===== src/rtl/htol_buffer.sv =====
// htol_buffer: single-clock word buffer with paced output.
// Words are written at up to one per cycle and emitted at most one per DIV
// cycles, in FIFO order, whenever the downstream ren permits it in a slot.
// Optional feature: define HTOL_OVF_FLAG_EN to add a sticky ovf output that
// flags any write dropped because the buffer was full.
module htol_buffer #(
    parameter int DATA_WIDTH = 32,
    parameter int LOC        = 64,
    parameter int ADD_WIDTH  = 6,
    parameter int DIV        = 4
) (
    input  logic                  wclk,
    input  logic                  rst,
    input  logic                  wen,
    input  logic [DATA_WIDTH-1:0] din,
    input  logic                  ren,
    output logic [DATA_WIDTH-1:0] dout,
    output logic                  dvalid,
    output logic                  full,
    output logic                  empty,
    output logic [ADD_WIDTH:0]    count
`ifdef HTOL_OVF_FLAG_EN
    ,
    output logic                  ovf
`endif
);

    localparam int PW = (DIV > 2) ? $clog2(DIV) : 1;
    localparam logic [PW-1:0] SLOT = PW'(DIV - 1);
    localparam logic [ADD_WIDTH:0] FULL_CNT = (ADD_WIDTH + 1)'(LOC);

    typedef enum logic {
        IDLE  = 1'b0,
        DRAIN = 1'b1
    } state_t;

    state_t state, state_nxt;

    logic [DATA_WIDTH-1:0] mem [LOC];
    logic [ADD_WIDTH:0]    wptr;
    logic [ADD_WIDTH:0]    rptr;
    logic [PW-1:0]         pctr;
    logic                  slot;
    logic                  wr;
    logic                  pop;

    // Flags come from the pre-edge count, so a pop cannot make room for a
    // write on the same edge, and a fresh write cannot be popped at once.
    assign full  = (count == FULL_CNT);
    assign empty = (count == '0);
    assign slot  = (pctr == SLOT);

    // Next state and the write/pop strobes for this cycle.
    always_comb begin
        // NOTE: every signal written here gets a default first so no path infers a latch.
        state_nxt = state;
        wr        = wen && !full;
        pop       = 1'b0;
        unique case (state)
            IDLE: begin
                if (wr) begin
                    state_nxt = DRAIN;
                end
            end
            DRAIN: begin
                pop = slot && ren && !empty;
                if (pop && !wr && (count == (ADD_WIDTH + 1)'(1))) begin
                    state_nxt = IDLE;
                end
            end
            default: state_nxt = IDLE;
        endcase
    end

    // FSM state register.
    always_ff @(posedge wclk) begin
        // NOTE: sequential state uses non-blocking assignments so every register samples pre-edge values.
        if (rst) begin
            state <= IDLE;
        end else begin
            state <= state_nxt;
        end
    end

    // Free-running pacing counter; the emission slot is its last value.
    always_ff @(posedge wclk) begin
        if (rst || slot) begin
            pctr <= '0;
        end else begin
            pctr <= pctr + 1'b1;
        end
    end

    // Pointers and occupancy count.
    always_ff @(posedge wclk) begin
        if (rst) begin
            wptr  <= '0;
            rptr  <= '0;
            count <= '0;
        end else begin
            if (wr) begin
                wptr <= wptr + 1'b1;
            end
            if (pop) begin
                rptr <= rptr + 1'b1;
            end
            unique case ({wr, pop})
                2'b10:   count <= count + 1'b1;
                2'b01:   count <= count - 1'b1;
                default: count <= count;
            endcase
        end
    end

    // Storage array write port.
    always_ff @(posedge wclk) begin
        // NOTE: the array has no reset; stale words are unreachable once the pointers clear.
        if (wr && !rst) begin
            mem[wptr[ADD_WIDTH-1:0]] <= din;
        end
    end

    // Registered output word and its one-cycle strobe; dout holds between pops.
    always_ff @(posedge wclk) begin
        if (rst) begin
            dout   <= '0;
            dvalid <= 1'b0;
        end else begin
            dvalid <= pop;
            if (pop) begin
                dout <= mem[rptr[ADD_WIDTH-1:0]];
            end
        end
    end

`ifdef HTOL_OVF_FLAG_EN
    // Sticky overflow flag, set by any write dropped while full.
    always_ff @(posedge wclk) begin
        if (rst) begin
            ovf <= 1'b0;
        end else if (wen && full) begin
            ovf <= 1'b1;
        end
    end
`endif

endmodule


===== config.mk =====
export PLATFORM = sky130hd
export DESIGN_NAME = htol_buffer
export DESIGN_NICKNAME = d
export VERILOG_FILES = /design/src/rtl/htol_buffer.sv
export SDC_FILE = /design/constraint.sdc
export NUM_CORES = 2
export LEC_CHECK = 0
export CAP_MARGIN = 10
export CORE_ASPECT_RATIO = 0.8
export CORE_MARGIN = 2
export CORE_UTILIZATION = 43
export CTS_BUF_LIST = sky130_fd_sc_hd__clkbuf_4
export DETAILED_ROUTE_END_ITERATION = 7
export GPL_ROUTABILITY_DRIVEN = 1
export RECOVER_POWER = 100
export SLEW_MARGIN = 20
export SYNTH_ARGS = -nofsm -noshare
export SYNTH_HDL_FRONTEND = slang
export SYNTH_SLANG_ARGS = --single-unit

===== constraint.sdc =====
create_clock -name wclk -period 4.1 [get_ports wclk]
set_input_delay 0.615 -clock wclk [delete_from_list [all_inputs] [get_ports wclk]]
set_output_delay 0.615 -clock wclk [all_outputs]
set_load 0.02 [all_outputs]

; Word-level counts from Yosys, hierarchy flattened
; Memories as Yosys holds them, arrays and structs flattened. A register that Yosys moved wholly into a read port is not among the register bits.
; Index checks and enable logic that the tools add are counted.
[totals]
register_bits = 25
ram_bits = 2048
inputBits = 36
output_inout_bits = 42
elab_cells = 38
n_memories = 1
[op_classes]
addsub = 5
eq_ne = 5
mux = 7
n_bitwise = 1
n_reduce_logical = 13
[memory_table]
columns = memory, depth, width, read_ports, rd_ports_with_merged_regs, wr, line
row1 = mem, 64, 32, 1, 1, 1, 39  ; logic [DATA_WIDTH-1:0] mem [LOC];
[op_table]
columns = op, count
row1 = "7-bit by 1-bit adder with 7-bit output, second input constant", 3
row2 = 7-bit one-hot mux with 2 select lines, 1
row3 = "7-bit by 1-bit == test with 1-bit output, second input constant", 1
row4 = "7-bit == test, second input constant", 1
row5 = 7-bit logical NOT, 1
row6 = "7-bit by 1-bit subtractor with 7-bit output, second input constant", 1
row7 = 1-bit logical AND, 6
row8 = 1-bit two-way mux, 5
row9 = "2-bit == test, second input constant", 2
row10 = 1-bit logical NOT, 4
row11 = "2-bit by 1-bit adder with 2-bit output, second input constant", 1
row12 = "2-bit by 1-bit == test with 1-bit output, second input constant", 1
row13 = 1-bit one-hot mux with 2 select lines, 1
row14 = 2-bit nonzero test, 1
row15 = 1-bit logical OR, 1
row16 = 1-bit NOT, 1

; Depth between registers and ports, before layout
[logic_depth]
word_depth = 8
mapped_depth = 14
ltp_nobuf = 11

; Worst setup path before layout
; No wires, ideal clock.
[synth_path]
path_type = reg2reg
startpoint = register count[0]
endpoint = memory mem[48][0] (enable)
setup_ps = 461
t_arrival_ps = 4184
required_time_ps = 3639
setup_slack_ps = -545
path_stages_with_launch = 9
path_buffers = 0
synth_period_minus_slack_ps = 4645
path_cell_list = dfxtp_1 inv_1 ha_1 inv_1 o31a_1 clkinv_1 nor3_1 nand2_1 nor3_1
[synth_between]
elab_chain_cells = 6
[synth_rtl]
columns = element, line
row1 = start: declaration, 21  ; output logic [ADD_WIDTH:0] count
row2 = start signal: assignment, 108  ; 2'b10: count <= count + 1'b1;
row3 = start signal: assignment, 109  ; 2'b01: count <= count - 1'b1;
row4 = start signal: assignment, 110  ; default: count <= count;
row5 = 7-bit == test, 49  ; assign full = (count == FULL_CNT);
row6 = 1-bit logical NOT, 57  ; wr = wen && !full;
row7 = 1-bit logical AND, 57
row8 = 1-bit logical AND, 118  ; if (wr && !rst) begin
row9 = 1-bit two-way mux, 118
row10 = 1-bit two-way mux (implied by the code), 119  ; mem[wptr[ADD_WIDTH-1:0]] <= din;
row11 = end: declaration, 39
; Every way passes these cells.

; Worst setup path in the final report
[layout_path]
startpoint = register count[0]
endpoint = memory mem[2][18] (enable)
; The elaborated chain is that of the path after synthesis.

==> key figures <==
Finish
  • Nets: around 4,400
  • Area added between synthesis and finish: 13.9%
  • Finished Cell Area: approximately 92,000 µm²
  • Fraction of layout cells with a size suffix above 1: 31.6%
  • Fill count: about 15,000

Synth
  • Cells after Synth: 3,685
  • Sequential-to-total area share from yosys stat: between 70% and 80%
  • Asr flop ratio synth: 0%
  • Top cells by area, synth: edfxtp_1 76%, mux4_2 12%, mux2i_1 3.7%
  • Syn_area_per_cell: roughly 22 µm²
  • Share of Yosys cell area claimed by the top area cell type: roughly three quarters
  • Synth Register Bits: ~2,100
  • Leading register cell type out of synthesis: edfxtp_1
  • YS warnings: 0
  • Post-synth EDFFs: 2,048
  • Syn Nets: roughly 3,700
  • Mapped cell area: between 80,000 and 90,000 µm²
  • Synth area leader: edfxtp_1
  • Synth cell types: 64

Critical path
  • Critical path endpoint category: flip-flop
  • Critical path depth: 10
  • Critical Path Start Type: flip-flop
  • CP top delay family: buffers and inverters
  • Cell mode on critical path: inv_1
  • Flop2flop setup slack: 0.13 ns
  • Worst setup path category: flip-flop to flip-flop
  • Max incr delay on CP: between 0.5 and 0.6 ns
  • Reg-to-Reg End: mem[2][18]
  • WP data arrival: about 5.0 ns
  • Crit path buffers/inverters: 5
  • Reg2reg path depth: 10
  • CP max FO: 30
  • Critical Path, Cell by Cell: inv_1 > ha_1 > inv_1 > o31a_1 > clkinv_1 > nor3_1 > nand2_1 > clkbuf_1 > nor2_1 > clkbuf_4
  • Worst Path Required: 5.12 ns
  • Reg-to-Reg Start: count[0]
  • Worst path slowest cell: clkbuf_4

CTS
  • Clk slew on worst S/H paths: about 0.070 ns
  • CTS H-tree lvls: 5
  • TritonCTS clock tree: yes
  • Total CTS buffers: around 500
  • Sinks on Clock Net: roughly 2,100
  • Clock Path Buffers: 4
  • CTS Root Cell: clkbuf_4
  • Clock latency reported for the late side of the worst-skew pair: 1.46 ns
  • # Post-CTS Setup Buffers: 0

Global routing
  • Initial antenna violation count: 25
  • Vias in the first global route: approximately 41,000
  • Gr ovfl total: 0
  • Largest net degree at the start of global routing: slightly above 70
  • Total GRT Usage: 22.8%
  • First-pass GRT wire length: around 310,000 µm

Worst hold path
  • Worst hold path startpoint: rst
  • Worst min-delay path class: input pin to flip-flop
  • WHS Path Cells: 2
  • Hold Path Sink: rptr[3]

Place
  • Detailed placer's ending HPWL: ~130,000 µm
  • Area post-placement: 86,400 µm²
  • Pre-CTS setup slack: about 0.48 ns
  • Port bufs: 77
  • GPL Wtd Cong: between 0.8 and 0.9

Route
  • Routed WL: between 200,000 and 250,000 µm
  • Final ANT Viol Nets: 0
  • Wirelength per Cell: about 30 µm
  • Initial DRC Count: ~5,400
  • Vias per cell: 5.77
  • DR pass1 iterations: 6
  • Detailed-route DRC error count: 0
  • Via count: 41,900

Pwr
  • LEAKAGE: approximately 0.028 µW
  • P per Cell Area: roughly 440 nW/µm²
  • Max IR drop VDD: between 0.2 and 0.3 mV

STA
  • Final Cycle Share: between 90% and 100%
  • Max_slew headroom: -151%
  • Worst Tran Pin Value: around 3.8 ns
  • Min Tclk post-route: 3.97 ns
  • Fmax: ~0.25 GHz
  • Hold Vio Cnt, Final: 0
  • Final setup margin: approximately 0.13 ns
  • Clock Skews: 0.152 ns
  • Final Slew Violations: 1,594
  • Final Setup Violations: 0

Run
  • Max_cap viols: 33

Floorplan
  • Die Ht: 392 µm
  • Die Wd: just under 500 µm
  • Initial core utilization: 43.2%
  • Full die area: about 190,000 µm²
  • Core area: between 150,000 and 200,000 µm²
  • FP Rows: 142
  • I/O pins: 78

Run status
  • Status: finished with violations
  • Failing checks: max-capacitance violations, max-slew violations
==> worst max-delay path by stage <==
stage,start,to,slack [ns]
after floorplan,count[0],mem[62][0],0.16
after global routing,count[4],empty,-0.02
final,count[0],mem[2][18],0.13
after CTS,count[4],empty,0.14
after detailed placement,wen,mem[24][13],0.48
after global placement,wen,mem[24][9],0.48
==> layout by cell type, fill, tap and decap left out, types with 12 or more instances in the layout <==
cell	netlist	final
mux2_2	17	14
nor2b_1	14	12
o221ai_1	15	15
mux2i_1	300	300
nand2_1	46	46
nor2_1	107	67
dfxtp_1	55	50
a22o_1	14	14
dlygate4sd3_1	0	76
a211oi_1	15	15
nand3_1	49	49
a22oi_1	90	90
edfxtp_1	2048	2048
nor2_4	0	38
nand4_1	19	19
o22ai_1	45	45
clkbuf_4	0	777
clkbuf_2	0	48
a21oi_1	18	18
buf_4	50	98
a31oi_1	14	14
o31ai_1	14	15
a32o_1	12	12
buf_12	0	23
mux4_2	444	444
clkbuf_1	44	78
nor3_1	27	26
diode_2	0	18
clkinv_1	2	115
==> synth_stat cells, types with 3 or more instances <==
library cell,count
inv_1,7
a31oi_1,14
nand2b_1,4
a22oi_1,90
ha_1,8
buf_2,86
buf_4,50
nor3_1,27
mux2_2,17
a22o_1,14
nand3b_1,5
o21ai_0,10
nand3_1,49
nand2_1,46
xor2_1,5
o22ai_1,45
o31ai_1,14
clkbuf_1,44
nand4_1,19
a211o_1,3
a21oi_1,18
and3_1,5
or3_1,5
or2_2,5
xnor2_1,11
edfxtp_1,2048
a32oi_1,3
mux4_2,444
o32ai_1,3
buf_6,16
nor2_1,107
a211oi_1,15
nor4_1,6
o221ai_1,15
a32o_1,12
and2_1,3
nor2b_1,14
a2bb2oi_1,3
dfxtp_1,55
mux2i_1,300
buf_1,9
==> logic make-up (layout without fill, tap and decap cells) <==
group,count (synthesis),after routing,synth area share [%]
XOR/XNOR,16,16,0.173
other,0,18,0
flip-flops,2103,2103,77.5
multiplexers,761,761,16.3
AO/OA/AOI/OAI,273,273,2.51
adder cells (fa/ha/maj),8,8,0.124
AND/OR/NAND/NOR,309,309,1.84
buffers and inverters,215,1252,1.51
==> through the flow <==
stage | setup TNS [ns] | util [%] | hold WS, ns | instances | total power [µW]
2_1_floorplan | 0 | - | 0.404 | 3685 | 24200
3_3_place_gp | 0 | 46.2 | 0.411 | 6321 | 24700
3_5_place_dp | 0 | 46.2 | 0.422 | 6321 | 24800
4_1_cts | 0 | 49.7 | 0.0345 | 7242 | 41200
5_1_grt | -0.0210 | 49.2 | 0.0240 | 7253 | 42400
6_report | 0 | 49.2 | 0.136 | 7260 | 40900
==> cell type report <==
class | count | area (µm²) | area share, %
Clock buffer | 756 | 5680 | 6.17
Clock inverter | 130 | 528 | 0.574
Inverter | 10 | 37.5 | 0.0408
Sequential cell | 2103 | 62600 | 68.0
Antenna cell | 18 | 45.0 | 0.0489
Timing Repair Buffer | 356 | 2730 | 2.96
Multi-Input combinational cell | 1367 | 17200 | 18.7
Tap cell | 2520 | 3150 | 3.43
==> power by group <==
part / total, µW / internal (µW) / switching (µW)
Combinational: 669 / 131 / 538
Clock: 16500 / 8420 / 8120
Sequential: 23700 / 23600 / 25.7
Total: 40900 / 32200 / 8680
==> layer usage <==
layer / share of wire, % / track usage, % / wire (µm) / up-vias
met1: 43 / 34.4 / 93200 / 22100
met3: 11 / 5.90 / 23600 / 308
li1: - / - / - / 17200
met5: 0 / 0 / 0 / -
met2: 44 / 32.8 / 96100 / 2244
met4: 2.0 / 6.10 / 4410 / 0
==> registers in the layout, summed over array words and instances, names as in the netlist <==
signal / count
dvalid: 1
rptr: 6
pctr: 2
wptr: 6
state: 1
count: 7
dout: 32
mem: 2048
==> what timing repair did <==
item / CTS / global route
resized for setup: 1 / 0
hold buffers: 35 / 0
setup endpoints to repair: 1 / 0
hold endpoints to repair: 1568 / 0
(Power assumes the default switching activity.)
